==> config.mk <==
export PLATFORM = sky130hd
export DESIGN_NAME = mul
export DESIGN_NICKNAME = d
export VERILOG_FILES = /design/src/rtl/mul.sv
export SDC_FILE = /design/constraint.sdc
export NUM_CORES = 1
export LEC_CHECK = 0
export ABC_AREA = 0
export CORE_ASPECT_RATIO = 0.9
export CORE_MARGIN = 1.5
export CORE_UTILIZATION = 60
export DETAILED_ROUTE_END_ITERATION = 16
export DONT_BUFFER_PORTS = 1
export PLACE_DENSITY = 0.86
export SKIP_CTS_REPAIR_TIMING = 1
export SLEW_MARGIN = 25
export SYNTH_ARGS = -nofsm -noshare
export SYNTH_HDL_FRONTEND = slang
export SYNTH_SLANG_ARGS = --single-unit
==> constraint.sdc <==
create_clock -name clk -period 2.12 [get_ports clk]
set_input_delay 0.212 -clock clk [delete_from_list [all_inputs] [get_ports clk]]
set_output_delay 0.212 -clock clk [all_outputs]
set_load 0.02 [all_outputs]
==> src/rtl/mul.sv <==
// Two-stage pipelined 4-bit signed complex multiplier.
// Define MUL_SAT_EN to saturate imaginary overflow to +127; otherwise it wraps to -128.
module mul (
  input  logic        clk,
  input  logic        rst_n,
  input  logic        in_valid,
  input  logic [7:0]  in1,
  input  logic [7:0]  in2,
  output logic [15:0] out,
  output logic        out_valid,
  output logic        ovf
);

  // Sign-extended operand fields
  logic signed [7:0] a_ext, b_ext, c_ext, d_ext;

  assign a_ext = {{4{in1[7]}}, in1[7:4]};
  assign b_ext = {{4{in1[3]}}, in1[3:0]};
  assign c_ext = {{4{in2[7]}}, in2[7:4]};
  assign d_ext = {{4{in2[3]}}, in2[3:0]};

  // Stage 1 state: partial products plus valid
  logic signed [7:0] ac_d, ac_q;
  logic signed [7:0] bd_d, bd_q;
  logic signed [7:0] ad_d, ad_q;
  logic signed [7:0] bc_d, bc_q;
  logic              vld1_d, vld1_q;

  // Stage 2 state: result plus valid
  logic [15:0]       out_d, out_q;
  logic              ovf_d, ovf_q;
  logic              vld2_d, vld2_q;

  logic signed [8:0] re_sum;
  logic signed [8:0] im_sum;
  logic        [7:0] im_res;

  always_comb begin
    ac_d   = ac_q;
    bd_d   = bd_q;
    ad_d   = ad_q;
    bc_d   = bc_q;
    vld1_d = in_valid;
    if (in_valid) begin
      ac_d = a_ext * c_ext;
      bd_d = b_ext * d_ext;
      ad_d = a_ext * d_ext;
      bc_d = b_ext * c_ext;
    end
  end

  always_comb begin
    re_sum = {ac_q[7], ac_q} - {bd_q[7], bd_q};
    im_sum = {ad_q[7], ad_q} + {bc_q[7], bc_q};
    // Only +128 can escape the 8-bit range; the real part never does.
    ovf_d  = ovf_q;
    out_d  = out_q;
    vld2_d = vld1_q;
`ifdef MUL_SAT_EN
    im_res = (im_sum[8] != im_sum[7]) ? 8'h7F : im_sum[7:0];
`else
    im_res = im_sum[7:0];
`endif
    if (vld1_q) begin
      ovf_d = (im_sum[8] != im_sum[7]);
      out_d = {re_sum[7:0], im_res};
    end
  end

  always_ff @(posedge clk or negedge rst_n) begin
    if (!rst_n) begin
      ac_q   <= '0;
      bd_q   <= '0;
      ad_q   <= '0;
      bc_q   <= '0;
      vld1_q <= 1'b0;
      out_q  <= '0;
      ovf_q  <= 1'b0;
      vld2_q <= 1'b0;
    end else begin
      ac_q   <= ac_d;
      bd_q   <= bd_d;
      ad_q   <= ad_d;
      bc_q   <= bc_d;
      vld1_q <= vld1_d;
      out_q  <= out_d;
      ovf_q  <= ovf_d;
      vld2_q <= vld2_d;
    end
  end

  assign out       = out_q;
  assign ovf       = ovf_q;
  assign out_valid = vld2_q;

endmodule

==> results of run 1 <==
==> layer usage <==
layer | up-vias | wire (µm)
met1 | 1571 | 4300
met5 | - | 0
met4 | 0 | 68
met3 | 9 | 438
li1 | 1560 | -
met2 | 84 | 4590
==> power breakdown <==
group / total, mW / internal (mW) / switching (mW)
clock: 0.612 / 0.298 / 0.314
combinational: 3.05 / 1.61 / 1.45
sequential: 1.74 / 1.34 / 0.406
total: 5.41 / 3.24 / 2.17
==> stage by stage <==
step	setup TNS [ns]	hold slack, ns	instance area (µm²)
finish	-7.78	0.00984	5510
global route	-8.92	0.00463	5510
CTS	-8.03	-0.415	5250
detailed placement	-14.42	-0.0825	5150
global placement	-13.54	-0.0823	5150
floorplan	-11.97	-0.0836	4840
==> placed cells by master, fill, tap and decap left out, types with 5 or more instances in the layout <==
| cell type | count |
|---|---|
| buf_6 | 5 |
| dfrtp_1 | 51 |
| o21ai_0 | 17 |
| and2_1 | 32 |
| nor2_1 | 7 |
| xnor2_1 | 28 |
| a21oi_2 | 7 |
| a21o_1 | 14 |
| inv_1 | 54 |
| nand2_1 | 24 |
| nor2b_1 | 7 |
| mux2_4 | 9 |
| ha_1 | 49 |
| ha_4 | 14 |
| clkbuf_8 | 7 |
| inv_2 | 10 |
| o21ai_1 | 5 |
| fa_1 | 31 |
| buf_4 | 25 |
| a21oi_1 | 6 |
| fa_2 | 7 |
| mux2_2 | 14 |
==> worst max-delay path by stage <==
stage	startpoint	endpoint	cells past startpoint
2_1_floorplan	in1[0]	bc_q[7]$_DFFE_PN0P_	13
3_3_place_gp	in1[0]	bc_q[7]$_DFFE_PN0P_	13
3_5_place_dp	in1[0]	bc_q[7]$_DFFE_PN0P_	13
4_1_cts	in1[0]	bc_q[7]$_DFFE_PN0P_	13
5_1_grt	in1[4]	ac_q[7]$_DFFE_PN0P_	13
6_report	in1[4]	ac_q[7]$_DFFE_PN0P_	13
==> worst max-delay path: stages <==
cell,delay [ns]
nand2b_4,0.12
fa_1,0.45
fa_1,0.50
inv_2,0.04
fa_2,0.55
ha_4,0.13
inv_2,0.04
fa_2,0.35
inv_1,0.08
a21o_1,0.14
a21oi_2,0.07
xnor2_1,0.13
mux2_2,0.27
==> registers in the layout (all words and copies together) (netlist names) <==
register	count
out	16
ac_q	8
ad_q	8
bc_q	8
bd_q	8
out_valid	1
ovf	1
vld1_q	1
==> cell families (layout without fill, tap and decap cells) <==
logic type      after synthesis  in the layout  synth area share, %
flops                        51             51                 27.2
simple gates                 96             96                 10.7
mux                          27             27                 6.45
fa+ha+maj                   101            101                 33.0
compound gates               72             72                 10.2
xor+xnor                     35             35                 6.53
buf+inv                      73            106                 5.84
==> final cells by class <==
type / instances / share of cell area, %
multi-input cells: 331 / 63.0
repair buffers: 33 / 5.30
well taps: 96 / 2.18
clock buffers: 8 / 1.82
flip-flops and latches: 51 / 23.2
inverters: 65 / 4.50
==> summary.txt, run 1 <==
Min path
  • Worst hold stages: 1
  • HP Start: in_valid
  • Worst min-delay path class: in2reg
  • Hold EP: ac_q[1]$_DFFE_PN0P_

Yosys
  • Ys flop type: dfrtp_1
  • Synth area leaders: dfrtp_1 (27%), ha_1 (17%), fa_1 (16%)
  • Distinct cells, synth: 43
  • Synth cell count leaders: inv_1 (65), ha_1 (63), dfrtp_1 (51), fa_1 (38), and2_1 (34)
  • Sequential area share after synthesis: 27.2%
  • Register bit total from synthesis: 51
  • Most area-hungry cell type in the Yosys netlist: dfrtp_1
  • Cell Area, Synth: 4690 µm²
  • Mapped Nets: 575
  • Post-Syn Area per Cell: 10.3 µm²
  • Number of synthesized flops with an enable pin: 0
  • FFs w/ async S/R, synth: 100%
  • Mapped Cells: 455
  • Top-count cell post-synth: inv_1
  • Synth warn: 0
  • Synth top area share: 27.2%

Placement
  • Dpl hpwl: 7.30 mm
  • Post-place setup slack: -1.08 ns
  • Final Wtd Congestion: 0.866
  • Placed Instances: 572
  • Port bufs: 0

GRT
  • Total track usage: 23.2%
  • Global routing usage on met2: 39.0%
  • Number of global-route vias before repair: 3,294
  • Met3 GRT Util: 3.49%
  • Most Used Layer, Global Route: met2
  • Pin count of the biggest net entering global routing: 52
  • Total gr overflow: 0
  • Initial antenna violation count: 0
  • GR Util met1: 31.7%
  • First-pass GRT wire length: 14.9 mm

Worst setup path
  • WP data arrival: 3.07 ns
  • Reg-to-reg slack, setup: 0.14 ns
  • Worst EP required: 2.31 ns
  • Worst r2r src: ad_q[1]$_DFFE_PN0P_
  • Worst Setup Path Type: in2reg
  • R2R depth: 6
  • Setup crit end kind: register
  • CP Max Fanout: 8
  • R2R Path End: out[7]$_DFFE_PN0P_
  • CP startpoint kind: input pin

STA
  • Least-Margin Pin Slew: 0.344 ns
  • Final setup skew: 0.00335 ns
  • Final WS setup: -0.753 ns
  • Part of the cycle the worst path needs: 136%
  • Max Freq: 0.348 GHz
  • Tmin final: 2.87 ns
  • Slew Limit Fails: 0
  • Relative slew slack: 76.9%
  • Count of final hold-check violations: 0
  • RSZ-0062 raised after global routing: yes
  • Final setup vio count: 19

Status
  • Status: complete, but fails checks
  • Failing checks: negative setup slack

Detailed routing
  • Vias post-DR: 3,224
  • Final WL: 9.40 mm
  • Post-route DRC: 0
  • DRT antenna net count: 0
  • Via density: 5.52
  • DR pass1 iterations: 4
  • Detailed-route wire length per cell: 16.1 µm
  • DRT iter0 DRCs: 112

Clocking
  • TritonCTS clock tree: done
  • CTS root buf: clkbuf_8
  • Clk pin slew, worst setup/hold paths: 0.09 ns
  • CTS Buffer Depth: 2
  • CTS Sinks: 51
  • # H-tree levels: 2
  • Total clock buffers created by CTS: 5
  • Clk_lat worst skew: 0.30 ns

Pwr
  • PwrDens: 983 nW/µm²
  • Power, Total: 5.41 mW
  • Leak: 2.68 nW
  • Peak supply drop: 0.488 mV

Final layout
  • Multi-input logic area: 3470 µm²
  • Final core utilization: 73.0%
  • N_diodes: 0
  • Reg area: 1280 µm²
  • # fillers: 488
  • Layout cells sized above 1: 24.0%
  • Final #Nets: 607
  • Post-route insts no fill: 584
  • Synth-to-layout area growth: 17.3%

Floorplan
  • DIE WIDTH: 96.2 µm
  • Die area: 8360 µm²
  • Initial Utilization: 62.2%
  • Num rows: 30
  • CORE AREA: 7540 µm²
  • Die Y: 86.9 µm
  • Ports: 37

Flow run
  • Max-cap violations: 0
(Power assumes the default switching activity.)
==> run 2: changes to the inputs <==
CAP_MARGIN = 20   (was unset)
CORE_UTILIZATION = 50   (was 60)
PLACE_DENSITY = 0.75   (was 0.86)
==> run 2 against run 1 <==
The flow still finishes with violations (negative setup slack). Clock power rose by 14%. Utilization fell by 12 points. Via count rose by 0.34%. Setup slack improved by 0.022 ns. Clock-buffer cell count fell by 2. Register-to-register slack barely moved. Die area rose by 19%. Cell count rose by 4.5%.
==> summary.txt, run 2 (synthesis gave the netlist of run 1 again) <==
Status
  • Status: complete, but fails checks
  • Failing checks: negative setup slack

Floorplan
  • Die area: 9970 µm²
  • CORE AREA: 9130 µm²
  • Num rows: 33
  • Die Y: 94.9 µm
  • Ports: 37
  • Initial Utilization: 51.4%
  • DIE WIDTH: 105 µm

Final layout
  • Layout cells sized above 1: 23.0%
  • Reg area: 1280 µm²
  • Most common cell after layout, fill and taps aside: inv_1
  • Most frequent cells in the layout: inv_1 (56), ha_1 (51), dfrtp_1 (51), and2_1 (33), fa_1 (31)
  • Synth-to-layout area growth: 17.8%
  • # fillers: 721
  • N_diodes: 0
  • Final #Nets: 607
  • Multi-input logic area: 3440 µm²
  • Number of flip-flops in the largest register: 16

Worst setup path
  • Reg-to-reg slack, setup: 0.15 ns
  • Worst EP required: 2.31 ns
  • CP Max Fanout: 8
  • Worst Setup Path Type: in2reg
  • Slowest CP cell: fa_2
  • R2R Path End: out[7]$_DFFE_PN0P_
  • Setup crit end kind: register
  • Worst path max stage delay: 0.55 ns
  • Critical Path Stages: 13
  • CP Capture Point: ad_q[7]$_DFFE_PN0P_
  • WP data arrival: 3.04 ns
  • Worst r2r src: ad_q[1]$_DFFE_PN0P_
  • R2R depth: 6
  • Critical path's top delay family: adder cells
  • CP Launch Point: in1[4]
  • Crit-path cells: nand2b_4 > fa_1 > fa_1 > inv_2 > fa_2 > ha_4 > inv_2 > fa_2 > inv_1 > a21o_1 > a21oi_1 > xnor2_1 > mux2_2
  • WP buf/inv: 3
  • CP startpoint kind: input pin

GRT
  • Most Used Layer, Global Route: met2
  • First-pass GRT wire length: 15.5 mm
  • Global routing usage on met2: 32.2%
  • Pin count of the biggest net entering global routing: 52
  • Total gr overflow: 0
  • Total track usage: 19.4%
  • Initial antenna violation count: 0
  • Met3 GRT Util: 2.97%
  • Number of global-route vias before repair: 3,296
  • GR Util met1: 27.2%

Detailed routing
  • Detailed-route wire length per cell: 15.2 µm
  • DRT antenna net count: 0
  • DRT iter0 DRCs: 108
  • Post-route DRC: 0
  • Vias post-DR: 3,235
  • Via density: 5.30
  • Final WL: 9.27 mm
  • DR pass1 iterations: 4

Pwr
  • Peak supply drop: 0.455 mV
  • Power, Total: 5.44 mW
  • PwrDens: 985 nW/µm²
  • Leak: 2.69 nW

Clocking
  • CTS Sinks: 51
  • CTS root buf: clkbuf_8
  • Clk_lat worst skew: 0.30 ns
  • CTS Buffer Depth: 2
  • TritonCTS clock tree: done
  • Clk pin slew, worst setup/hold paths: 0.09 ns
  • Total clock buffers created by CTS: 5
  • # H-tree levels: 2

STA
  • Tmin final: 2.85 ns
  • Final WS setup: -0.731 ns
  • Worst hold margin: 0.00521 ns
  • Count of final hold-check violations: 0
  • Max Freq: 0.351 GHz
  • Slew Limit Fails: 0
  • Relative slew slack: 71.5%
  • Part of the cycle the worst path needs: 134%
  • Final setup vio count: 19
  • Final setup skew: 0.00309 ns
  • Least-Margin Pin Slew: 0.427 ns
  • RSZ-0062 raised after global routing: yes

Flow run
  • Max-cap violations: 0

Placement
  • Dpl hpwl: 7.34 mm
  • Final Wtd Congestion: 0.912
  • Port bufs: 0

Min path
  • Worst min-delay path class: in2reg
## run 2: changes by cell type in the layout (fill, tap and decap cells not counted), sizes merged
cell	before	now
bufinv	0	1
clkinv	0	1
clkbuf	8	6
## run 2: cell type report
cell class,instances,area share (%)
Clock buffer,6,1.49
Clock inverter,2,0.634
Inverter,65,4.48
Multi-Input combinational cell,331,62.3
Sequential cell,51,23.1
Tap cell,122,2.76
Timing Repair Buffer,33,5.28
## run 2: worst min-delay path by stage
stage,end,cells after the start,start,slack [ns]
global placement,out[7]$_DFFE_PN0P_,0,rst_n,-0.08
global route,bc_q[4]$_DFFE_PN0P_,1,in_valid,0.003
CTS,out[7]$_DFFE_PN0P_,0,rst_n,-0.42
detailed placement,out[6]$_DFFE_PN0P_,0,rst_n,-0.08
finish,bd_q[4]$_DFFE_PN0P_,1,in_valid,0.005
floorplan,ac_q[0]$_DFFE_PN0P_,0,rst_n,-0.08
## run 2: worst reg2reg max path, stage by stage, from the launching register on
cell,delay [ns]
dfrtp_1,0.39
ha_1,0.31
a211oi_1,0.37
nor2_1,0.17
a221oi_4,0.28
xnor2_1,0.09
mux2_4,0.25
## run 2: layer usage
layer	vias up	routed length, µm
li1	1565	-
met1	1594	4550
met2	68	4300
met3	8	341
met4	0	78
met5	-	0
## run 2: metrics by stage
stage,util (%),TNS (ns),instances,setup slack [ns],area [µm²]
6_report,60.6,-7.75,610,-0.731,5530
5_1_grt,60.6,-8.94,610,-0.829,5530
4_1_cts,58.0,-8.04,606,-0.810,5300
3_5_place_dp,56.8,-14.31,598,-1.13,5180
3_3_place_gp,56.8,-13.58,598,-1.01,5180
2_1_floorplan,-,-11.97,455,-0.995,4840
## run 2: where the power goes
part / leakage, nW / internal (mW) / switching (mW)
Combinational: 2.01 / 1.58 / 1.42
Sequential: 0.612 / 1.34 / 0.405
Clock: 0.0612 / 0.382 / 0.317
